File: src/rtl/display_scan_ctrl.sv
// rtl/display_scan_ctrl.sv - four-digit 7-segment scan controller with double-buffered patterns
//
// Purpose: time-multiplexes one shared 7-segment bus across four digits. Every
// slot is a blanking gap followed by a lit dwell. Patterns are loaded into a
// shadow bank and copied to the active bank only at frame end, so a frame is
// never shown with mixed old/new data.
//
// Ports:
//   i_clk, i_rst            clock (rising edge), asynchronous active-high reset
//   i_en                    scan enable; 0 forces the display dark
//   i_ld                    load strobe for i_dig0..3, i_dp_in, i_mask
//   i_dig0..i_dig3 [6:0]    per-digit segment patterns, active-low, dig0 -> D1
//   i_dp_in [3:0]           per-digit decimal point, active-low, bit0 -> D1
//   i_mask [3:0]            1 = slot lit, 0 = slot kept dark
//   o_segs [6:0], o_seg_p   shared segment bus and decimal point, active-low
//   o_seg_d1..o_seg_d4      digit enables, active-low
//   o_frame                 one-cycle pulse on the frame-end edge
//   o_pend                  shadow bank holds data not yet committed
module display_scan_ctrl #(
  parameter int DWELL_CYC = 50000,
  parameter int BLANK_CYC = 500
) (
  input  logic       i_clk,
  input  logic       i_rst,
  input  logic       i_en,
  input  logic       i_ld,
  input  logic [6:0] i_dig0,
  input  logic [6:0] i_dig1,
  input  logic [6:0] i_dig2,
  input  logic [6:0] i_dig3,
  input  logic [3:0] i_dp_in,
  input  logic [3:0] i_mask,
  output logic [6:0] o_segs,
  output logic       o_seg_p,
  output logic       o_seg_d1,
  output logic       o_seg_d2,
  output logic       o_seg_d3,
  output logic       o_seg_d4,
  output logic       o_frame,
  output logic       o_pend
);

  localparam int MAX_CYC = (DWELL_CYC > BLANK_CYC) ? DWELL_CYC : BLANK_CYC;
  localparam int CW = (MAX_CYC > 1) ? $clog2(MAX_CYC) : 1;
  localparam logic [CW-1:0] BLANK_LAST = CW'(BLANK_CYC - 1);
  localparam logic [CW-1:0] DWELL_LAST = CW'(DWELL_CYC - 1);

  typedef enum logic [1:0] {S_IDLE, S_BLANK, S_SHOW} state_t;

  state_t          r_state, w_nxt_state;
  logic [1:0]      r_slot, w_nxt_slot;
  logic [CW-1:0]   r_cnt, w_nxt_cnt;
  logic            w_commit, w_frame_nxt, w_ld_direct;

  logic [3:0][6:0] r_sh_dig, r_act_dig;
  logic [3:0]      r_sh_dp, r_act_dp, r_sh_mask, r_act_mask;
  logic [3:0][6:0] w_ld_dig;

  logic [6:0]      r_segs, w_segs_nxt;
  logic            r_seg_p, w_seg_p_nxt;
  logic [3:0]      r_dig_n, w_dig_n_nxt;
  logic            r_frame, r_pend;

  assign w_ld_dig    = {i_dig3, i_dig2, i_dig1, i_dig0};
  // With the scan stopped there is no frame in flight to tear, so loads go live at once.
  assign w_ld_direct = !i_en || (r_state == S_IDLE);

  always_comb begin
    w_nxt_state = r_state;
    w_nxt_slot  = r_slot;
    w_nxt_cnt   = r_cnt + 1'b1;
    w_frame_nxt = 1'b0;
    w_commit    = 1'b0;
    if (!i_en) begin
      w_nxt_state = S_IDLE;
      w_nxt_slot  = 2'd0;
      w_nxt_cnt   = '0;
    end else begin
      case (r_state)
        S_IDLE: begin
          w_nxt_state = S_BLANK;
          w_nxt_slot  = 2'd0;
          w_nxt_cnt   = '0;
        end
        S_BLANK: begin
          if (r_cnt == BLANK_LAST) begin
            w_nxt_state = S_SHOW;
            w_nxt_cnt   = '0;
          end
        end
        S_SHOW: begin
          if (r_cnt == DWELL_LAST) begin
            w_nxt_state = S_BLANK;
            w_nxt_cnt   = '0;
            if (r_slot == 2'd3) begin
              w_nxt_slot  = 2'd0;
              w_frame_nxt = 1'b1;
              w_commit    = 1'b1;
            end else begin
              w_nxt_slot = r_slot + 2'd1;
            end
          end
        end
        default: begin
          w_nxt_state = S_IDLE;
          w_nxt_slot  = 2'd0;
          w_nxt_cnt   = '0;
        end
      endcase
    end
  end

  // Outputs are computed from the next state so they change on the entry edge.
  // The active bank never changes on an edge that enters SHOW, so reading the
  // current bank here is equivalent to reading the post-edge bank.
  always_comb begin
    w_segs_nxt  = 7'h7F;
    w_seg_p_nxt = 1'b1;
    w_dig_n_nxt = 4'hF;
    if (w_nxt_state == S_SHOW) begin
      w_segs_nxt  = r_act_dig[w_nxt_slot];
      w_seg_p_nxt = r_act_dp[w_nxt_slot];
      if (r_act_mask[w_nxt_slot]) begin
        w_dig_n_nxt[w_nxt_slot] = 1'b0;
      end
    end
  end

  always_ff @(posedge i_clk or posedge i_rst) begin
    if (i_rst) begin
      r_state <= S_IDLE;
      r_slot  <= 2'd0;
      r_cnt   <= '0;
      r_segs  <= 7'h7F;
      r_seg_p <= 1'b1;
      r_dig_n <= 4'hF;
      r_frame <= 1'b0;
    end else begin
      r_state <= w_nxt_state;
      r_slot  <= w_nxt_slot;
      r_cnt   <= w_nxt_cnt;
      r_segs  <= w_segs_nxt;
      r_seg_p <= w_seg_p_nxt;
      r_dig_n <= w_dig_n_nxt;
      r_frame <= w_frame_nxt;
    end
  end

  always_ff @(posedge i_clk or posedge i_rst) begin
    if (i_rst) begin
      r_sh_dig   <= {4{7'h7F}};
      r_act_dig  <= {4{7'h7F}};
      r_sh_dp    <= 4'hF;
      r_act_dp   <= 4'hF;
      r_sh_mask  <= 4'hF;
      r_act_mask <= 4'hF;
      r_pend     <= 1'b0;
    end else if (i_ld && (w_ld_direct || w_commit)) begin
      // A load landing on the commit edge bypasses the shadow and goes live.
      r_sh_dig   <= w_ld_dig;
      r_act_dig  <= w_ld_dig;
      r_sh_dp    <= i_dp_in;
      r_act_dp   <= i_dp_in;
      r_sh_mask  <= i_mask;
      r_act_mask <= i_mask;
      r_pend     <= 1'b0;
    end else if (w_commit) begin
      r_act_dig  <= r_sh_dig;
      r_act_dp   <= r_sh_dp;
      r_act_mask <= r_sh_mask;
      r_pend     <= 1'b0;
    end else if (i_ld) begin
      r_sh_dig  <= w_ld_dig;
      r_sh_dp   <= i_dp_in;
      r_sh_mask <= i_mask;
      r_pend    <= 1'b1;
    end
  end

  assign o_segs   = r_segs;
  assign o_seg_p  = r_seg_p;
  assign o_seg_d1 = r_dig_n[0];
  assign o_seg_d2 = r_dig_n[1];
  assign o_seg_d3 = r_dig_n[2];
  assign o_seg_d4 = r_dig_n[3];
  assign o_frame  = r_frame;
  assign o_pend   = r_pend;

endmodule

File: config.mk
export PLATFORM = sky130hd
export DESIGN_NAME = display_scan_ctrl
export DESIGN_NICKNAME = d
export VERILOG_FILES = /design/src/rtl/display_scan_ctrl.sv
export SDC_FILE = /design/constraint.sdc
export NUM_CORES = 1
export LEC_CHECK = 0
export CAP_MARGIN = 5
export CORE_UTILIZATION = 43
export CTS_CLUSTER_SIZE = 30
export DETAILED_ROUTE_END_ITERATION = 7
export GPL_ROUTABILITY_DRIVEN = 0
export GPL_TIMING_DRIVEN = 0
export MAX_ROUTING_LAYER = met4
export PLACE_DENSITY_LB_ADDON = 0.25
export RECOVER_POWER = 50
export SLEW_MARGIN = 20
export SYNTH_ARGS = -nofsm -noshare
export SYNTH_HDL_FRONTEND = slang
export SYNTH_SLANG_ARGS = --single-unit
File: constraint.sdc
create_clock -name i_clk -period 5.15 [get_ports i_clk]
set_input_delay 1.545 -clock i_clk [delete_from_list [all_inputs] [get_ports i_clk]]
set_output_delay 1.545 -clock i_clk [all_outputs]
set_load 0.02 [all_outputs]
==> summary.txt, run 1 <==
Outcome
  – Outcome: complete, no violations

Finish
  – Total Nets Final: 573
  – Post-layout instance area: 0.00592 mm²
  – Share of layout cells above drive strength 1: 0.218
  – Ant. Diodes: 0
  – Fin cells: 672
  – Area Overhead vs Synth: 21.0%

Routing
  – Drt wl/cell: 16.8 µm
  – Vias: 3669
  – Initial DRC Count: 193
  – Antenna-violating nets left: 0
  – DRC Markers: 0
  – Final wirelength: 11300 µm
  – Via density: 5.46
  – Iteration count of the initial detailed-routing pass: 4

Setup path
  – Reg-to-reg critical path startpoint: r_cnt[11]$_DFF_PP0_
  – CP Launch Point: i_en
  – Max FO, Critical Path: 10
  – Reg2reg path depth: 6
  – Critical Path End Type: flip-flop
  – WP data arrival: 3690 ps
  – Startpoint Class: input port
  – WS Path Type: in -> reg
  – Critical R2R Capture: o_segs[0]$_DFF_PP1_
  – Reg2Reg Setup Slack: 2240 ps
  – Req. time, crit path: 5430 ps

Floorplanning
  – Die Height: 109 µm
  – Core area: 0.0110 mm²
  – Initial core utilization: 0.445
  – Die Width: 109 µm
  – Die area: 0.0118 mm²
  – Rows: 38
  – # IOs: 54

Synth
  – Synth Register Bits: 106
  – Post-Synth Adder-Cell Area: 0.0153
  – Yosys top cell by area: dfstp_2
  – Net count after synthesis: 509
  – Post-Synthesis Cells: 463
  – Post-synth EDFFs: 0
  – Synth top area cells: dfstp_2, dfrtp_1, a221o_1
  – XOR/XNOR Fraction of Synth Area: 0.0251
  – Simple-Gate Fraction of Synth Area: 0.214
  – Top-area cell type share of the netlist area: 0.451
  – Top-count cell post-synth: dfstp_2
  – Warnings, synthesis: 0
  – Combinational family with the most area after synthesis: simple AND/OR/NAND/NOR gates
  – Multiplexer share of the synthesized area: 0.0205
  – Mapped Area: 0.00489 mm²
  – Main synth FF type: dfstp_2
  – Distinct cells, synth: 47
  – Most instantiated cells after synthesis: dfstp_2, nand2_1, nor2_1, nand2b_1, a221o_1
  – Part of the Yosys area used for sequential elements: 0.564
  – Synth Area per Inst: 10.6 µm²
  – Asr flop ratio synth: 1.00
  – Synth Area in Compound Gates: 0.123

Pwr
  – P per Cell Area: 317 mW/mm²
  – Peak supply drop: 0.000166 V
  – Clk pwr share: 0.388
  – Sequential power share: 0.514
  – Switch Pwr: 0.466 mW
  – Total Power: 1.88 mW
  – Net Sw Frac: 0.248
  – Static Leak: 2.41 nW
  – Internal power: 1.41 mW
  – Comb pwr share: 0.098

Clock network
  – Worst skew pair latency: 350 ps
  – CTS clock-pin slew for the worst setup and hold paths: 80 ps
  – TritonCTS clock tree: yes
  – H-tree Lvls: 3
  – Post-CTS setup buffers: 0
  – CTS Hold Bufs: 0
  – Root Driver: clkbuf_16
  – Total CTS buffers: 9
  – Clock sinks: 106
  – Resized cells post-CTS: 0
  – CTS max path bufs: 2

GRT
  – Initial antenna violation count: 0
  – Number of global-route vias before repair: 3673
  – Grt total ovfl: 0
  – Total track usage: 0.213
  – Global-route wire length before repair: 18500 µm
  – Largest net degree at the start of global routing: 79

Placement
  – DP HPWL: 7470 µm
  – IO Port Bufs: 52
  – Placed cell area: 0.00562 mm²
  – Placed cell count: 656

Min path
  – Worst min path class: reg -> reg
  – Hold Path End: r_cnt[0]$_DFF_PP0_
  – HP Start: r_cnt[0]$_DFF_PP0_
  – Hold path depth: 1

Timing
  – Achievable frequency: 0.293 GHz
  – Pins Over Slew Limit: 0
  – Tmin final: 3410 ps
  – Slew headroom: 0.0947
  – Final Hold Viols: 0
  – Period utilization: 0.662
  – Actual slew at the worst max-slew pin: 1350 ps
  – RSZ-0062 raised after global routing: false
  – Hold_ws: 455 ps
  – Clock Skews: 8.50 ps
  – Final setup violation count: 0

Job
  – Max Cap Viol: 0
-- kinds of logic (layout without fill, tap and decap cells) --
| group | count (synthesis) | after routing |
|---|---|---|
| compound gates | 68 | 68 |
| xor+xnor | 14 | 14 |
| fa+ha+maj | 6 | 6 |
| buf+inv | 40 | 109 |
| flops | 106 | 106 |
| mux | 10 | 10 |
| simple gates | 219 | 219 |
-- cell type report --
class	instances	area, µm²
Timing Repair Buffer	53	548
Buffer	24	129
Tap cell	140	175
Clock inverter	7	86.3
Sequential cell	106	2760
Inverter	16	61.3
Multi-Input combinational cell	317	1940
Fill cell	963	5060
Clock buffer	9	225
-- how the worst max path moves through the flow --
stage | to | slack (ps) | cells after the start
floorplan | o_frame$_DFF_PP0_ | 960 | 1
global placement | r_slot[0]$_DFF_PP0_ | -610 | 2
global route | r_act_dig[8]$_DFFE_PP1N_ | 1620 | 7
CTS | r_act_dig[8]$_DFFE_PP1N_ | 1780 | 7
detailed placement | r_act_dig[8]$_DFFE_PP1N_ | 1420 | 7
finish | r_act_dig[13]$_DFFE_PP1N_ | 1740 | 7
-- cells in the final DEF (no fill, tap or decap), types with 2 or more instances in the layout --
master,count
nor3b_1,3
ha_1,6
dlygate4sd3_1,2
xnor2_1,7
nor2_1,58
and3_1,7
xor2_1,7
clkdlybuf4s50_1,50
mux2i_1,10
nor4bb_1,2
nand3_1,12
buf_4,4
clkinvlp_4,3
nand4_1,4
a21oi_1,13
dfrtp_1,22
inv_8,3
dfstp_2,84
clkbuf_16,9
a221o_1,36
inv_1,15
nand2_1,81
clkbuf_1,15
o221ai_1,8
nor3_1,2
or4_4,2
nand2b_1,37
buf_6,3
and2_1,2
-- through the flow --
stage	utilization	setup WS [ps]	TNS, ps
floorplan	-	955	0
CTS	0.540	1780	0
finish	0.539	1740	0
detailed placement	0.512	1420	0
global route	0.539	1620	0
global placement	0.509	-615	-13340
-- worst max-delay path, cell delays in order --
cell and delay [ps]:
dlygate4sd3_1 650, nand3_1 140, or2_2 120, clkbuf_1 380
clkbuf_1 460, nor2_1 110, a221o_1 280
-- power by group through the flow --
stage                     Sequential, mW  Clock, mW  Combinational (mW)
final                              0.966      0.729               0.184
after global placement             0.977          0               0.177
after CTS                          0.966      0.734               0.186
after detailed placement           0.979          0               0.185
after global routing               0.972      0.772               0.204
after floorplan                    0.969          0               0.114
-- routing by layer --
metal  vias up  part of all wire  GRT usage
li1       1730                 -          -
met1      1827              0.48      0.294
met2        98              0.45      0.319
met3        14             0.044     0.0287
met4         0             0.020     0.0869
met5         -                 0          -
-- state kept, by name (all words and copies together) (netlist names), 2 cells and up --
signal and cells:
r_state 2, r_dig_n 4, o_segs 7, r_cnt 16
r_act_dp 4, r_slot 2, r_act_mask 4, r_sh_mask 4
r_sh_dp 4, r_sh_dig 28, r_act_dig 28
(Power assumes the default switching activity.)
==> run 2, diff against run 1 <==
==> constraint.sdc (replaced) <==
create_clock -name i_clk -period 3.3 [get_ports i_clk]
set_input_delay 0.99 -clock i_clk [delete_from_list [all_inputs] [get_ports i_clk]]
set_output_delay 0.99 -clock i_clk [all_outputs]
set_load 0.02 [all_outputs]
==> summary.txt, run 2 (synthesis gave the netlist of run 1 again) <==
Timing
  – Pins Over Slew Limit: 0 (unchanged)
  – Slew headroom: 0.264 (was 0.0947)
  – Final setup margin: 428 ps (was 1740 ps)
  – RSZ-0062 raised after global routing: false (unchanged)
  – Period utilization: 0.870
  – Final Hold Viols: 0 (unchanged)
  – Final setup violation count: 0 (unchanged)
  – Tmin final: 2870 ps
  – Achievable frequency: 0.348 GHz
  – Setup_tns: 0 ps (unchanged)
  – Actual slew at the worst max-slew pin: 1100 ps (was 1350 ps)
  – Hold_ws: 461 ps (was 455 ps)
  – Clock Skews: 5.57 ps (was 8.50 ps)

Setup path
  – WP data arrival: 3140 ps (was 3690 ps)
  – Reg2reg path depth: 6 (unchanged)
  – Worst Setup EP: r_act_dig[10]$_DFFE_PP1N_ (was r_act_dig[13]$_DFFE_PP1N_)
  – Critical Path End Type: flip-flop (unchanged)
  – Critical R2R Capture: o_segs[0]$_DFF_PP1_ (unchanged)
  – Reg-to-reg critical path startpoint: r_cnt[11]$_DFF_PP0_ (unchanged)
  – Max FO, Critical Path: 10 (unchanged)
  – Startpoint Class: input port (unchanged)
  – Req. time, crit path: 3570 ps (was 5430 ps)
  – Reg2Reg Setup Slack: 510 ps (was 2240 ps)
  – CP Launch Point: i_en (unchanged)
  – WS Path Type: in -> reg (unchanged)

Job
  – Max Cap Viol: 0 (unchanged)

Routing
  – Vias: 3618 (was 3669)
  – Final wirelength: 10900 µm (was 11300 µm)
  – Initial DRC Count: 183 (was 193)
  – Via density: 5.37 (was 5.46)
  – Iteration count of the initial detailed-routing pass: 4 (unchanged)
  – Drt wl/cell: 16.1 µm (was 16.8 µm)
  – Antenna-violating nets left: 0 (unchanged)
  – DRC Markers: 0 (unchanged)

GRT
  – Total track usage: 0.208 (was 0.213)
  – Initial antenna violation count: 0 (unchanged)
  – Largest net degree at the start of global routing: 31 (was 79)
  – Global-route wire length before repair: 18000 µm (was 18500 µm)
  – Number of global-route vias before repair: 3601 (was 3673)
  – Grt total ovfl: 0 (unchanged)

Pwr
  – Total Power: 2.91 mW (was 1.88 mW)
  – Static Leak: 2.44 nW (was 2.41 nW)
  – Peak supply drop: 0.000340 V (was 0.000166 V)
  – P per Cell Area: 489 mW/mm² (was 317 mW/mm²)

Placement
  – DP HPWL: 7570 µm (was 7470 µm)
  – IO Port Bufs: 52 (unchanged)
  – Placed cell area: 0.00565 mm² (was 0.00562 mm²)
  – Setup WS pre-CTS: 115 ps (was 1420 ps)

Outcome
  – Outcome: complete, no violations (unchanged)

Clock network
  – CTS Hold Bufs: 0 (unchanged)
  – Post-CTS setup buffers: 0 (unchanged)
  – Worst skew pair latency: 340 ps (was 350 ps)
  – CTS max path bufs: 2 (unchanged)
  – Clock sinks: 106 (unchanged)
  – TritonCTS clock tree: yes (unchanged)
  – H-tree Lvls: 3 (unchanged)
  – Root Driver: clkbuf_16 (unchanged)
  – Total CTS buffers: 9 (unchanged)
  – Resized cells post-CTS: 0 (unchanged)
  – CTS clock-pin slew for the worst setup and hold paths: 70 ps (was 80 ps)

Floorplanning
  – Rows: 38 (unchanged)
  – Die Width: 109 µm (unchanged)
  – # IOs: 54 (unchanged)
  – Core area: 0.0110 mm² (unchanged)
  – Initial core utilization: 0.445 (unchanged)
  – Die area: 0.0118 mm² (unchanged)
  – Die Height: 109 µm (unchanged)

Finish
  – Ant. Diodes: 0 (unchanged)
  – Area Overhead vs Synth: 21.5% (was 21.0%)
  – Most common cell after layout, fill and taps aside: dfstp_2 (unchanged)
  – Share of layout cells above drive strength 1: 0.217 (was 0.218)
  – Total Nets Final: 575 (was 573)
  – Largest regs: r_act_dig x28, r_sh_dig x28, r_cnt x16 (unchanged)
  – Most frequent cells in the layout: dfstp_2, nand2_1, nor2_1 (unchanged)
  – Filler instances: 969 (was 963)
  – Post-layout instance area: 0.00594 mm² (was 0.00592 mm²)

Min path
  – HP Start: r_cnt[0]$_DFF_PP0_ (unchanged)
  – Worst min path class: reg -> reg (unchanged)
-- run 2: cell types whose count changed in the layout (fill, tap and decap cells not counted), moves of 2 or more --
cell        before  now
clkinvlp_4       3    0
inv_8            3    0
clkbuf_1        15   17
buf_12           0    2
-- run 2: stage by stage --
stage	cells	utilization
3_5_place_dp	658	0.514
2_1_floorplan	463	-
4_1_cts	674	0.543
6_report	674	0.541
5_1_grt	674	0.541
3_3_place_gp	655	0.509
-- run 2: worst max-delay path, cell delays in order --
cell and delay [ps]:
dlygate4sd3_1 650, nand3_1 140, or2_2 120, clkbuf_1 400, clkbuf_1 460, nor2_1 100, a221o_1 280
-- run 2: how the worst min path moves through the flow --
stage / end / slack, ps / cells past startpoint
after floorplan: r_cnt[0]$_DFF_PP0_ / 430 / 1
after global placement: r_cnt[0]$_DFF_PP0_ / 440 / 1
after detailed placement: r_dig_n[2]$_DFF_PP1_ / 450 / 1
after CTS: r_cnt[0]$_DFF_PP0_ / 460 / 1
after global routing: r_dig_n[2]$_DFF_PP1_ / 480 / 1
final: r_cnt[0]$_DFF_PP0_ / 460 / 1
-- run 2: layout make-up --
type                    instances  area, µm²  area share
clock inverters                 3       43.8     0.00737
repair buffers                 55        566      0.0952
clock buffers                  13        272      0.0457
inverters                      16       61.3      0.0103
multi-input cells             317       1940       0.326
plain buffers                  24        129      0.0217
flip-flops and latches        106       2760       0.464
well taps                     140        175      0.0295
-- run 2: power breakdown --
group	leakage [nW]	switching, mW	internal, mW
Combinational	1.10	0.146	0.140
Clock	0.155	0.455	0.657
Sequential	1.19	0.0467	1.46
-- run 2: layer usage --
layer | vias up | GRT usage | wire (µm)
li1 | 1738 | - | -
met1 | 1777 | 0.273 | 4980
met2 | 95 | 0.318 | 5140
met3 | 8 | 0.0532 | 621
met4 | 0 | 0.0627 | 132
met5 | - | - | 0
==> variant 1, RTL diff (flow settings as in run 1) <==
Make the reset (`i_rst`) synchronous in 2 clocked blocks. Comments in the files are not updated.
--- a/src/rtl/display_scan_ctrl.sv
+++ b/src/rtl/display_scan_ctrl.sv
@@ -126,7 +126,7 @@
     end
   end
 
-  always_ff @(posedge i_clk or posedge i_rst) begin
+  always_ff @(posedge i_clk) begin
     if (i_rst) begin
       r_state <= S_IDLE;
       r_slot  <= 2'd0;
@@ -146,7 +146,7 @@
     end
   end
 
-  always_ff @(posedge i_clk or posedge i_rst) begin
+  always_ff @(posedge i_clk) begin
     if (i_rst) begin
       r_sh_dig   <= {4{7'h7F}};
       r_act_dig  <= {4{7'h7F}};
Formal check against the unedited RTL: differs if i_rst is asserted again (counterexample within 4 cycles, from zero or initial values and one cycle with i_rst high); with i_rst held inactive, the same outputs for 10 cycles.
==> variant 1 against run 1 <==
Sequential cell count stayed put. Clock skew is 0.0019 ns higher. Largest power group unchanged. Final area is 7.8% lower. Synthesized area is 5.8% lower. Worst setup slack worse by 0.29 ns. Count of clock-buffer cells in the layout is 1 higher. Routed wire length is 0.86% lower. Power is 19% lower. Global-route usage is 0.28 points higher. Die area is 5.7% lower. Sequential power is 7.6% lower. Synthesized cell count is 9.5% higher. Via count is 3.4% higher.
==> variant 1: results (changes against run 1) <==
worst slew pin tran 0.970 ns (was 1.35 ns); initial antenna violation count 0 (unchanged); clk_lat worst skew 0.36 ns; top post-synthesis cells by area dfxtp_1, o21ai_0, a22oi_1 (was dfstp_2, dfrtp_1, a221o_1); DR iter-0 viols 180 (was 193); Seq/Total Area, Yosys 46.0% (was 56.4%); Setup Skew 0.0104 ns (was 0.00850 ns); wire length per cell 15.7 microns (was 16.8 microns); Synthesis Warnings 0 (unchanged); R2R Path End r_act_dig[27]$_SDFFE_PP1P_ (was o_segs[0]$_DFF_PP1_); HPWL Detailed 8070 microns (was 7470 microns); I/O Buffers 52 (unchanged); Min-Delay Path Class reg2reg (unchanged); Resized Gates After CTS 0 (unchanged); hold path endpoint r_dig_n[1]$_SDFF_PP1_ (was r_cnt[0]$_DFF_PP0_); status completed (unchanged); reg2reg start r_cnt[0]$_SDFF_PP0_ (was r_cnt[11]$_DFF_PP0_); Initial DRT Pass Iterations 5 (was 4); Synth cell types 51 (was 47); Worst Hold Depth 1 (unchanged); routed via count 3793 (was 3669); Root Buffer Master clkbuf_8 (was clkbuf_16); fill cell count 1006 (was 963); VDD IR max 0.174 mV (was 0.166 mV); hold_sp r_act_mask[1]$_SDFFE_PP1P_ (was r_cnt[0]$_DFF_PP0_); antenna diode count 0 (unchanged); Register-to-Register Path Depth 8 (was 6); overall routing resource usage 21.6% (was 21.3%); Leak 0.00220 uW (was 0.00241 uW); ys async rst share 0% (was 100%); Post-CTS Setup Bufs 0 (unchanged); Top Registers r_act_dig (28), r_sh_dig (28), r_cnt (16) (unchanged); Final Non-Filler Cells 711 (was 672); Critical-path top delay cell nor2_1 (was dlygate4sd3_1); slowest cell delay on critical path 0.75 ns (was 0.65 ns); DP Cell Count 695 (was 656); Layout Nets 616 (was 573); layout cell share with drive strength beyond 1 7.30% (was 21.8%); maximum buffer depth of the clock tree 2 (unchanged); CTS buffer count 9 (unchanged); most instantiated cells after synthesis dfxtp_1, o21ai_0, a21oi_1 (was dfstp_2, nand2_1, nor2_1); clock-pin slew on the worst setup and hold paths 0.10 ns (was 0.08 ns); Crit Path Max Fanout 10 (unchanged); total nets after synthesis 553 (was 509); vias in the first global route 3674 (was 3673); largest net degree at the start of global routing 19 (was 79); WP data arrival 4.00 ns (was 3.69 ns); H-tree Lvls 3 (unchanged); synthesized area per cell 9.09 sq um (was 10.6 sq um); Reg2Reg Setup Slack 2.32 ns (was 2.24 ns); first-pass GRT wire length 18500 microns (about the same)
-- variant 1: changes by cell type after synthesis, sizes merged, moves of 9 or more --
cell,run 1,this run
a21oi,13,41
a221o,36,0
a22oi,0,32
nand2,81,29
dfstp,84,0
dfrtp,22,0
and3,7,18
nand2b,37,3
nor2,59,27
mux2i,10,19
inv,16,36
o21ai,1,67
dfxtp,0,106
-- variant 1: logic make-up (layout without fill, tap and decap cells) --
| family | after synthesis | in the layout | synth area share, % |
|---|---|---|---|
| multiplexers | 27 | 27 | 6.41 |
| AND/OR/NAND/NOR | 122 | 122 | 15.4 |
| adder cells (fa/ha/maj) | 6 | 6 | 1.63 |
| AO/OA/AOI/OAI | 165 | 165 | 21.6 |
| flip-flops | 106 | 106 | 46.0 |
| buffers and inverters | 68 | 136 | 6.46 |
| XOR/XNOR | 13 | 13 | 2.47 |
-- variant 1: how the worst max path moves through the flow --
stage / slack [ns] / start / endpoint
after global routing: 1.30 / i_en / r_act_dig[6]$_SDFFE_PP1P_
final: 1.45 / i_en / r_act_dig[27]$_SDFFE_PP1P_
after detailed placement: 1.39 / i_en / o_segs[1]$_SDFF_PP1_
after floorplan: 2.38 / i_en / o_segs[2]$_SDFF_PP1_
after CTS: 1.79 / i_en / o_segs[1]$_SDFF_PP1_
after global placement: 1.38 / i_en / r_dig_n[1]$_SDFF_PP1_
-- variant 1: area by class of cell --
| cell class | count | area (sq um) | share of cell area, % |
|---|---|---|---|
| Tap cell | 136 | 170 | 3.12 |
| Multi-Input combinational cell | 333 | 2180 | 39.9 |
| Inverter | 36 | 135 | 2.48 |
| Clock inverter | 6 | 48.8 | 0.894 |
| Clock buffer | 10 | 128 | 2.34 |
| Buffer | 32 | 158 | 2.89 |
| Sequential cell | 106 | 2120 | 38.9 |
| Timing Repair Buffer | 52 | 520 | 9.53 |
-- variant 1: per-layer routing --
| layer | GRT usage (%) | wire [microns] |
|---|---|---|
| met5 | - | 0 |
| met4 | 5.56 | 102 |
| met3 | 3.77 | 481 |
| met2 | 33.8 | 5160 |
| met1 | 29.0 | 5430 |
-- variant 1: metrics by stage --
step	hold slack (ns)	instance area, sq um	worst slack (ns)
2_1_floorplan	0.371	4610	2.38
3_3_place_gp	0.391	5300	1.38
3_5_place_dp	0.386	5300	1.39
4_1_cts	0.411	5480	1.79
5_1_grt	0.424	5460	1.30
6_report	0.411	5460	1.45
-- variant 1: power by group --
group          internal [uW]  switching (uW)
clock network            181             291
registers                864            29.1
logic                   77.5            70.9
-- variant 1: worst max-delay path, delay by kind of cell --
family                 cells  cell delay, ns
buffers and inverters      3            1.22
and+or+nand+nor            3            1.08
AOI/OAI and AO/OA          1            0.16
==> variant 2, RTL diff (config.mk and constraints of run 1) <==
Without the edit above. Set the parameter `BLANK_CYC` to 250 (it was 500).
--- a/src/rtl/display_scan_ctrl.sv
+++ b/src/rtl/display_scan_ctrl.sv
@@ -18,7 +18,7 @@
 //   o_pend                  shadow bank holds data not yet committed
 module display_scan_ctrl #(
   parameter int DWELL_CYC = 50000,
-  parameter int BLANK_CYC = 500
+  parameter int BLANK_CYC = 250
 ) (
   input  logic       i_clk,
   input  logic       i_rst,
Check against the original RTL: same outputs for any inputs over 10 cycles, from zero or initial values and one cycle with i_rst high; that may be too few to reach the edited logic, so the function may still have changed.
==> variant 2 against run 1 <==
The flow now finishes with violations (max-capacitance violations, max-slew violations). Cell count is 3.0% lower. Synthesized area is 7.7% higher. Power is 3.1% higher. Sequential cell count stayed put. Routed wire length is 6.3% higher. Worst setup slack worse by 0.082 ns. Synthesized cell count is 6.0% lower. Final area is 6.8% higher. Highest routed layer unchanged.
==> variant 2: results (changes against run 1) <==
status finished with violations (was completed); failing checks max-capacitance violations, max-slew violations; most instantiated cells after synthesis dfstp_2, mux2_2, nor2_1 (was dfstp_2, nand2_1, nor2_1); VDD IR max 0.180 mV (was 0.166 mV); wire length per cell 18.4 microns (was 16.8 microns); Pwr Density 306 nW/um^2 (was 317 nW/um^2); largest net degree at the start of global routing 66 (was 79); I/O Buffers 53 (was 52); reg2reg start r_cnt[0]$_DFF_PP0_ (was r_cnt[11]$_DFF_PP0_); Critical-path top delay cell dlygate4sd3_1 (unchanged); Slew Limit Fails 42 (was 0); Synth cell types 53 (was 47); vias per inst 5.80 (was 5.46); clock-pin slew on the worst setup and hold paths 0.07 ns; Clock group 721 uW (was 729 uW); overall routing resource usage 20.8% (was 21.3%); layout cell share with drive strength beyond 1 34.9% (was 21.8%); max-cap violation count 1 (was 0); vias in the first global route 3896 (was 3673); hold_sp r_act_mask[1]$_DFFE_PP1N_ (was r_cnt[0]$_DFF_PP0_); HPWL Detailed 8420 microns (was 7470 microns); top post-synthesis cells by area dfstp_2, dfrtp_1, mux2_2 (was dfstp_2, dfrtp_1, a221o_1); DR iter-0 viols 258 (was 193); total nets after synthesis 482 (was 509); Seq/Total Area, Yosys 52.3% (was 56.4%); combinational power 217 uW (was 184 uW); Syn Inst Count 435 (was 463); Initial DRT Pass Iterations 6 (was 4); WP data arrival 3.77 ns (was 3.69 ns); Setup Skew 0.00655 ns (was 0.00850 ns); DP Cell Count 636 (was 656); slowest cell delay on critical path 0.71 ns (was 0.65 ns); first-pass GRT wire length 19900 microns (was 18500 microns); Layout Nets 547 (was 573); Post-DP Area 6020 sq um (was 5620 sq um); worst slew pin tran 1.79 ns (was 1.35 ns); DP Worst Slack 1.38 ns (was 1.42 ns)
[variant 2: cell types whose count changed after synthesis, moves of 11 or more]
cell	delta
nand2_1	-74
mux2_2	+38
nand2b_1	-22
a221o_1	-11
o221a_2	+11
nor3b_1	+22
o21ai_0	+11
nor2_1	-30
[variant 2: worst paths after layout]
kind                                             end  slack (ns)  depth (start not counted)
hold reg to reg                 r_dig_n[1]$_DFF_PP1_        0.46                          1
hold / removal                  r_dig_n[1]$_DFF_PP1_        0.46                          1
min in group asynchronous   r_sh_dig[24]$_DFFE_PP1P_        2.65                          2
max in group asynchronous   r_act_dig[5]$_DFFE_PP1N_        2.05                          3
setup reg to reg           r_act_dig[21]$_DFFE_PP1N_        2.65                          8
setup / recovery                 o_segs[3]$_DFF_PP1_        1.66                          7
[variant 2: layer usage]
layer / vias to the layer above / wire (microns) / track usage, %
met1: 1896 / 5460 / 27.1
met5: - / 0 / -
met3: 18 / 451 / 3.96
met2: 93 / 5830 / 31.9
li1: 1773 / - / -
met4: 0 / 238 / 8.53
[variant 2: cell type report]
class | count | area [sq um] | share of cell area [%]
flip-flops and latches | 106 | 2760 | 43.6
multi-input cells | 289 | 2320 | 36.6
repair buffers | 54 | 558 | 8.83
clock buffers | 10 | 239 | 3.78
well taps | 147 | 184 | 2.91
plain buffers | 34 | 169 | 2.67
clock inverters | 6 | 72.6 | 1.15
inverters | 6 | 23.8 | 0.376
[variant 2: cells by family (layout without fill, tap and decap cells)]
group	Yosys count	after routing	synth area share, %
buffers and inverters	40	110	3.66
and+or+nand+nor	127	127	15.2
muxes	47	47	10.1
DFF	106	106	52.3
AOI/OAI and AO/OA	94	94	14.8
xor gates and xnor gates	14	14	2.33
adders and majority gates	7	7	1.66
